===== config.mk =====
export PLATFORM = sky130hd
export DESIGN_NAME = security_alarm_controller
export DESIGN_NICKNAME = d
export VERILOG_FILES = /design/src/rtl/security_alarm_controller.sv
export SDC_FILE = /design/constraint.sdc
export NUM_CORES = 1
export LEC_CHECK = 0
export ABC_AREA = 1
export CORE_MARGIN = 4
export CORE_UTILIZATION = 46
export DETAILED_ROUTE_END_ITERATION = 10
export PLACE_DENSITY = 0.78
export SKIP_LAST_GASP = 1
export SLEW_MARGIN = 20
export SYNTH_ARGS = -nofsm -noshare
export SYNTH_HDL_FRONTEND = slang
export SYNTH_SLANG_ARGS = --single-unit

===== constraint.sdc =====
create_clock -name clk -period 2.5 [get_ports clk]
set_input_delay 0.75 -clock clk [delete_from_list [all_inputs] [get_ports clk]]
set_output_delay 0.75 -clock clk [all_outputs]
set_load 0.005 [all_outputs]

===== src/rtl/security_alarm_controller.sv =====
// Four-zone intruder alarm: exit delay, debounced zone qualification, entry delay,
// timed siren with automatic re-arm, and a sticky record of the triggering zones.
module security_alarm_controller #(
    parameter int EXIT_DELAY  = 8,
    parameter int ENTRY_DELAY = 6,
    parameter int ALARM_TIME  = 20,
    parameter int DEBOUNCE    = 2
) (
    input  logic       clk,
    input  logic       reset,
    input  logic       arm,
    input  logic       disarm,
    input  logic [3:0] zone_motion,
    input  logic [3:0] zone_mask,
    output logic       alarm,
    output logic       armed,
    output logic       pending,
    output logic [3:0] zone_latched,
    output logic [2:0] state
);

    localparam int MAX_A = (EXIT_DELAY > ENTRY_DELAY) ? EXIT_DELAY : ENTRY_DELAY;
    localparam int MAX_D = (MAX_A > ALARM_TIME) ? MAX_A : ALARM_TIME;
    localparam int CW    = $clog2(MAX_D) + 1;

    // Counter is loaded with delay-1 so a state lasts exactly "delay" cycles.
    localparam logic [CW-1:0] EXIT_LD  = CW'(EXIT_DELAY - 1);
    localparam logic [CW-1:0] ENTRY_LD = CW'(ENTRY_DELAY - 1);
    localparam logic [CW-1:0] ALARM_LD = CW'(ALARM_TIME - 1);
    localparam logic [3:0]    DEB      = 4'(DEBOUNCE);
    localparam logic [3:0]    DEB_M1   = 4'(DEBOUNCE - 1);

    typedef enum logic [2:0] {
        S_DISARMED   = 3'd0,
        S_EXIT_WAIT  = 3'd1,
        S_ARMED      = 3'd2,
        S_ENTRY_WAIT = 3'd3,
        S_ALARM      = 3'd4
    } state_t;

    state_t        cur;
    state_t        nxt;
    logic [CW-1:0] cnt;
    logic [3:0]    deb [4];
    logic [3:0]    hit;
    logic [3:0]    qual;

    assign state = cur;

    always_comb begin
        hit = zone_motion & ~zone_mask;
        for (int i = 0; i < 4; i++) begin
            qual[i] = hit[i] && (deb[i] >= DEB_M1);
        end
        nxt = cur;
        if (cur != S_DISARMED && disarm) begin
            nxt = S_DISARMED;
        end else begin
            case (cur)
                S_DISARMED:   if (arm) nxt = S_EXIT_WAIT;
                S_EXIT_WAIT:  if (cnt == '0) nxt = S_ARMED;
                S_ARMED:      if (|qual) nxt = S_ENTRY_WAIT;
                S_ENTRY_WAIT: if (cnt == '0) nxt = S_ALARM;
                S_ALARM:      if (cnt == '0) nxt = S_ARMED;
                default:      nxt = S_DISARMED;
            endcase
        end
    end

    always_ff @(posedge clk) begin
        if (reset) begin
            cur          <= S_DISARMED;
            cnt          <= '0;
            alarm        <= 1'b0;
            armed        <= 1'b0;
            pending      <= 1'b0;
            zone_latched <= 4'b0000;
            for (int i = 0; i < 4; i++) deb[i] <= 4'd0;
        end else begin
            cur     <= nxt;
            alarm   <= (nxt == S_ALARM);
            armed   <= (nxt == S_ARMED) || (nxt == S_ENTRY_WAIT) || (nxt == S_ALARM);
            pending <= (nxt == S_EXIT_WAIT) || (nxt == S_ENTRY_WAIT);

            if (nxt != cur) begin
                case (nxt)
                    S_EXIT_WAIT:  cnt <= EXIT_LD;
                    S_ENTRY_WAIT: cnt <= ENTRY_LD;
                    S_ALARM:      cnt <= ALARM_LD;
                    default:      cnt <= '0;
                endcase
            end else if (cnt != '0) begin
                cnt <= cnt - 1'b1;
            end

            if (nxt == S_DISARMED && cur != S_DISARMED) begin
                zone_latched <= 4'b0000;
            end else if (cur == S_ARMED && nxt == S_ENTRY_WAIT) begin
                zone_latched <= zone_latched | qual;
            end

            for (int i = 0; i < 4; i++) begin
                if (cur != S_ARMED || !hit[i]) deb[i] <= 4'd0;
                else if (deb[i] != DEB)        deb[i] <= deb[i] + 4'd1;
            end
        end
    end

endmodule


==> reports/metrics.csv <==
stage,metric,value,unit
sta,Max Clk Rate,0.479,GHz
yosys,post-synthesis compound-gate area fraction,0.0471,
grt,initial antenna violation count,0,
clock_tree,postcts setup bufs,0,
worst_setup_path,r2r worst-path depth,16,
yosys,simple-gate share of the synthesized area,0.321,
worst_setup_path,Crit path required time,2680,ps
clock_tree,"CTS clk-pin slew, worst paths",60,ps
yosys,most common cell in the netlist,inv_1,
final_layout,# diodes,0,
job,max-cap viol count,0,
sta,final setup margin,411,ps
clock_tree,Resize count post-CTS,0,
routing,DRC,0,
worst_setup_path,critical path data arrival time,2270,ps
sta,max_slew headroom,0.834,
final_layout,NumNets Final,303,
floorplanning,DIE AREA,5510,um2
yosys,sequential share of the synthesized area,0.397,
clock_tree,CTS tree,done,
yosys,Mapped Area,2020,um2
worst_setup_path,CP max stage delay,460,ps
grt,vias in the first global route,1505,
yosys,synthesis warning total,0,
yosys,synthesized area per cell,8.37,um2
routing,DRT iter0 DRCs,66,
floorplanning,# rows,23,
placed_design,Post-DP Area,2330,um2
worst_hold_path,Hold Path End,zone_latched[3]$_SDFFE_PP0P_,
worst_setup_path,reg-to-reg startpoint,deb[3][0]$_SDFFCE_PN0P_,
worst_setup_path,crit path cell chain,"clkdlybuf4s50_1, inv_1, nor2_1, nand2_1, nand2_1, o21ai_1, nand2_2, nand2_2, nand2_1, nand2_4, nand3_2, nand2_1, nor2_1, nor2_1",
worst_hold_path,hold depth,2,
final_layout,Area Growth Syn to Fin,19.6,%
routing,Via density,4.89,
worst_setup_path,Reg-to-Reg End,cnt[2]$_SDFFE_PP0P_,
yosys,Post-Synth XOR/XNOR Area,0.0477,
yosys,"EDFF count, synth",16,
grt,first-pass GRT wire length,6350,um
yosys,Mapped Nets,270,
sta,Hold WS,450,ps
sta,# setup viols final,0,
worst_setup_path,CP Class,input port to flop,
clock_tree,cts bufs inserted,5,
routing,final wirelength,3780,um
worst_setup_path,Worst Setup End Kind,flop,
yosys,"area leader, netlist",edfxtp_1,
sta,crit path time final,2090,ps
placed_design,RePlAce Congestion,0.822,
sta,crit share post-route,0.836,
routing,DRT antenna net count,0,
routing,via count,1590,
worst_setup_path,Crit-path slowest cell,clkdlybuf4s50_1,
sta,TNS Setup,0,ps
clock_tree,clock buffer depth,2,
final_layout,design area,2410,um2
worst_hold_path,worst min-delay path class,flop to flop,
placed_design,Detail Placement HPWL,2970,um
yosys,Yosys top cell area share,0.238,
grt,largest net degree at the start of global routing,11,
pwr,P_leak,1.08,nW
worst_setup_path,CP startpoint kind,input port,
clock_tree,Root Buffer,clkbuf_8,
routing,1st-pass router iterations,4,
clock_tree,Clock Latency Late Sink,280,ps
pwr,Worst VDD drop,0.773,mV
worst_setup_path,Crit path top cell by count,nand2_1,
pwr,power density over cell area,992,nW/um2
sta,clk_skew,7.86,ps
placed_design,Buffers on Ports,21,
floorplanning,effective utilization at floorplan,0.490,
clock_tree,Hold Buf Count CTS,0,
yosys,Synth area leaders,"edfxtp_1, dfxtp_1, ha_1",
yosys,Syn Inst Count,241,
floorplanning,Chip Width,74.2,um
worst_setup_path,crit path buf inv count,2,
yosys,dominant synthesized flop cell,edfxtp_1,
sta,unrepaired setup endpoints after global routing,false,
clock_tree,clk sinks,32,
yosys,post-synthesis mux area share,0,
placed_design,pre-CTS setup slack,133,ps
yosys,"Async S/R FF share, synth",0,
floorplanning,Top Ports,22,
sta,fin. max-slew vios,0,
sta,Slew @ Worst Pin,248,ps
routing,WL/cell,11.6,um
yosys,Post-synth top cells,"inv_1, nor2_1, nand2_1",
outcome,status,"finished, final reports clean",
floorplanning,Die Ht,74.2,um
final_layout,share of cells above drive strength 1,0.160,
worst_setup_path,FF-to-FF setup slack,550,ps
grt,global route overflow,0,
yosys,synth unique cells,30,
worst_hold_path,HP Start,zone_latched[3]$_SDFFE_PP0P_,
yosys,Adder-Cell Fraction of Synth Area,0.105,
sta,final hold viol count,0,
worst_setup_path,"CP delay by family, top",simple AND/OR/NAND/NOR gates,
floorplanning,core area,4120,um2
grt,Total GRT Usage,0.151,
clock_tree,htree depth,2,
final_layout,fin util,0.587,
yosys,largest family of logic cells by synthesized area,simple AND/OR/NAND/NOR gates,
worst_setup_path,crit-path max FO,7,
yosys,Yosys reg bits,32,
flip-flops by register name, indices dropped and copies added, names as in the netlist:
name	cells
state	3
armed	1
cnt	6
pending	1
alarm	1
zone_latched	4
deb	16
cell type report:
| cell class | instances | area, um2 |
|---|---|---|
| fill | 372 | 1700 |
| multi-input combinational | 166 | 1050 |
| sequential | 32 | 801 |
| timing repair buffer | 27 | 255 |
| inverter | 42 | 163 |
| clock buffer | 7 | 76.3 |
| tap | 50 | 62.6 |
| clock inverter | 1 | 5.00 |
layout by cell type (no fill, tap or decap):
cell type | synthesis | final
o21a_1 | 1 | 1
a21oi_1 | 7 | 7
nand3_2 | 4 | 4
nand4_1 | 9 | 9
buf_4 | 0 | 6
nor3_2 | 1 | 1
dfxtp_1 | 16 | 16
nor2_8 | 1 | 1
inv_1 | 40 | 40
xor2_1 | 6 | 6
nor2_1 | 33 | 33
o21bai_2 | 1 | 1
ha_1 | 17 | 17
edfxtp_1 | 16 | 16
o21ai_1 | 2 | 2
xnor2_1 | 5 | 5
nand2_2 | 7 | 7
nand2_4 | 4 | 4
inv_2 | 1 | 1
clkdlybuf4s50_1 | 0 | 21
a21oi_2 | 2 | 2
nor2_2 | 6 | 6
inv_6 | 1 | 1
o21ai_2 | 1 | 1
nand3_1 | 22 | 22
clkinv_2 | 0 | 1
nor2_4 | 1 | 1
clkbuf_8 | 0 | 5
nand2_1 | 32 | 32
clkbuf_1 | 1 | 2
or2_2 | 1 | 1
nor3_1 | 1 | 1
o21ai_0 | 1 | 1
nand3_4 | 1 | 1
tightest hold or removal path, stage by stage, from the launching register on:
cell	delay (ps)
dfxtp_1	310
inv_1	50
a21oi_1	50
how the worst max path moves through the flow:
stage | startpoint | endpoint | slack [ps] | cells after the start
4_1_cts | zone_motion[3] | cnt[0]$_SDFFE_PP0P_ | 430 | 14
2_1_floorplan | zone_motion[2] | cnt[0]$_SDFFE_PP0P_ | 690 | 13
6_report | zone_motion[3] | cnt[0]$_SDFFE_PP0P_ | 410 | 14
3_5_place_dp | zone_motion[2] | cnt[0]$_SDFFE_PP0P_ | 130 | 14
3_3_place_gp | zone_motion[2] | cnt[0]$_SDFFE_PP0P_ | 190 | 14
5_1_grt | zone_motion[3] | cnt[0]$_SDFFE_PP0P_ | 280 | 14
report_power, final:
part | switching [W] | internal [W] | leakage, nW | total, W
sequential | 0.0000695 | 0.000622 | 0.328 | 0.000691
combinational | 0.000826 | 0.000495 | 0.706 | 0.00132
clock | 0.000188 | 0.000195 | 0.0422 | 0.000383
total | 0.00108 | 0.00131 | 1.08 | 0.00240
routing by layer:
metal / track usage / routed length (um)
met3: 0.0284 / 170
met1: 0.196 / 1860
met5: 0 / 0
met2: 0.239 / 1660
met4: 0.0771 / 91
stage by stage:
stage          total power (W)  cells
2_1_floorplan          0.00173    241
3_3_place_gp           0.00199    317
3_5_place_dp           0.00201    317
4_1_cts                0.00240    325
5_1_grt                0.00258    325
6_report               0.00240    325
logic make-up (layout without fill, tap and decap cells):
family / count (synthesis) / after routing
simple gates: 123 / 123
buf+inv: 43 / 77
compound gates: 15 / 15
flops: 32 / 32
xor+xnor: 11 / 11
fa+ha+maj: 17 / 17
Power figures use the tool's default switching activity.
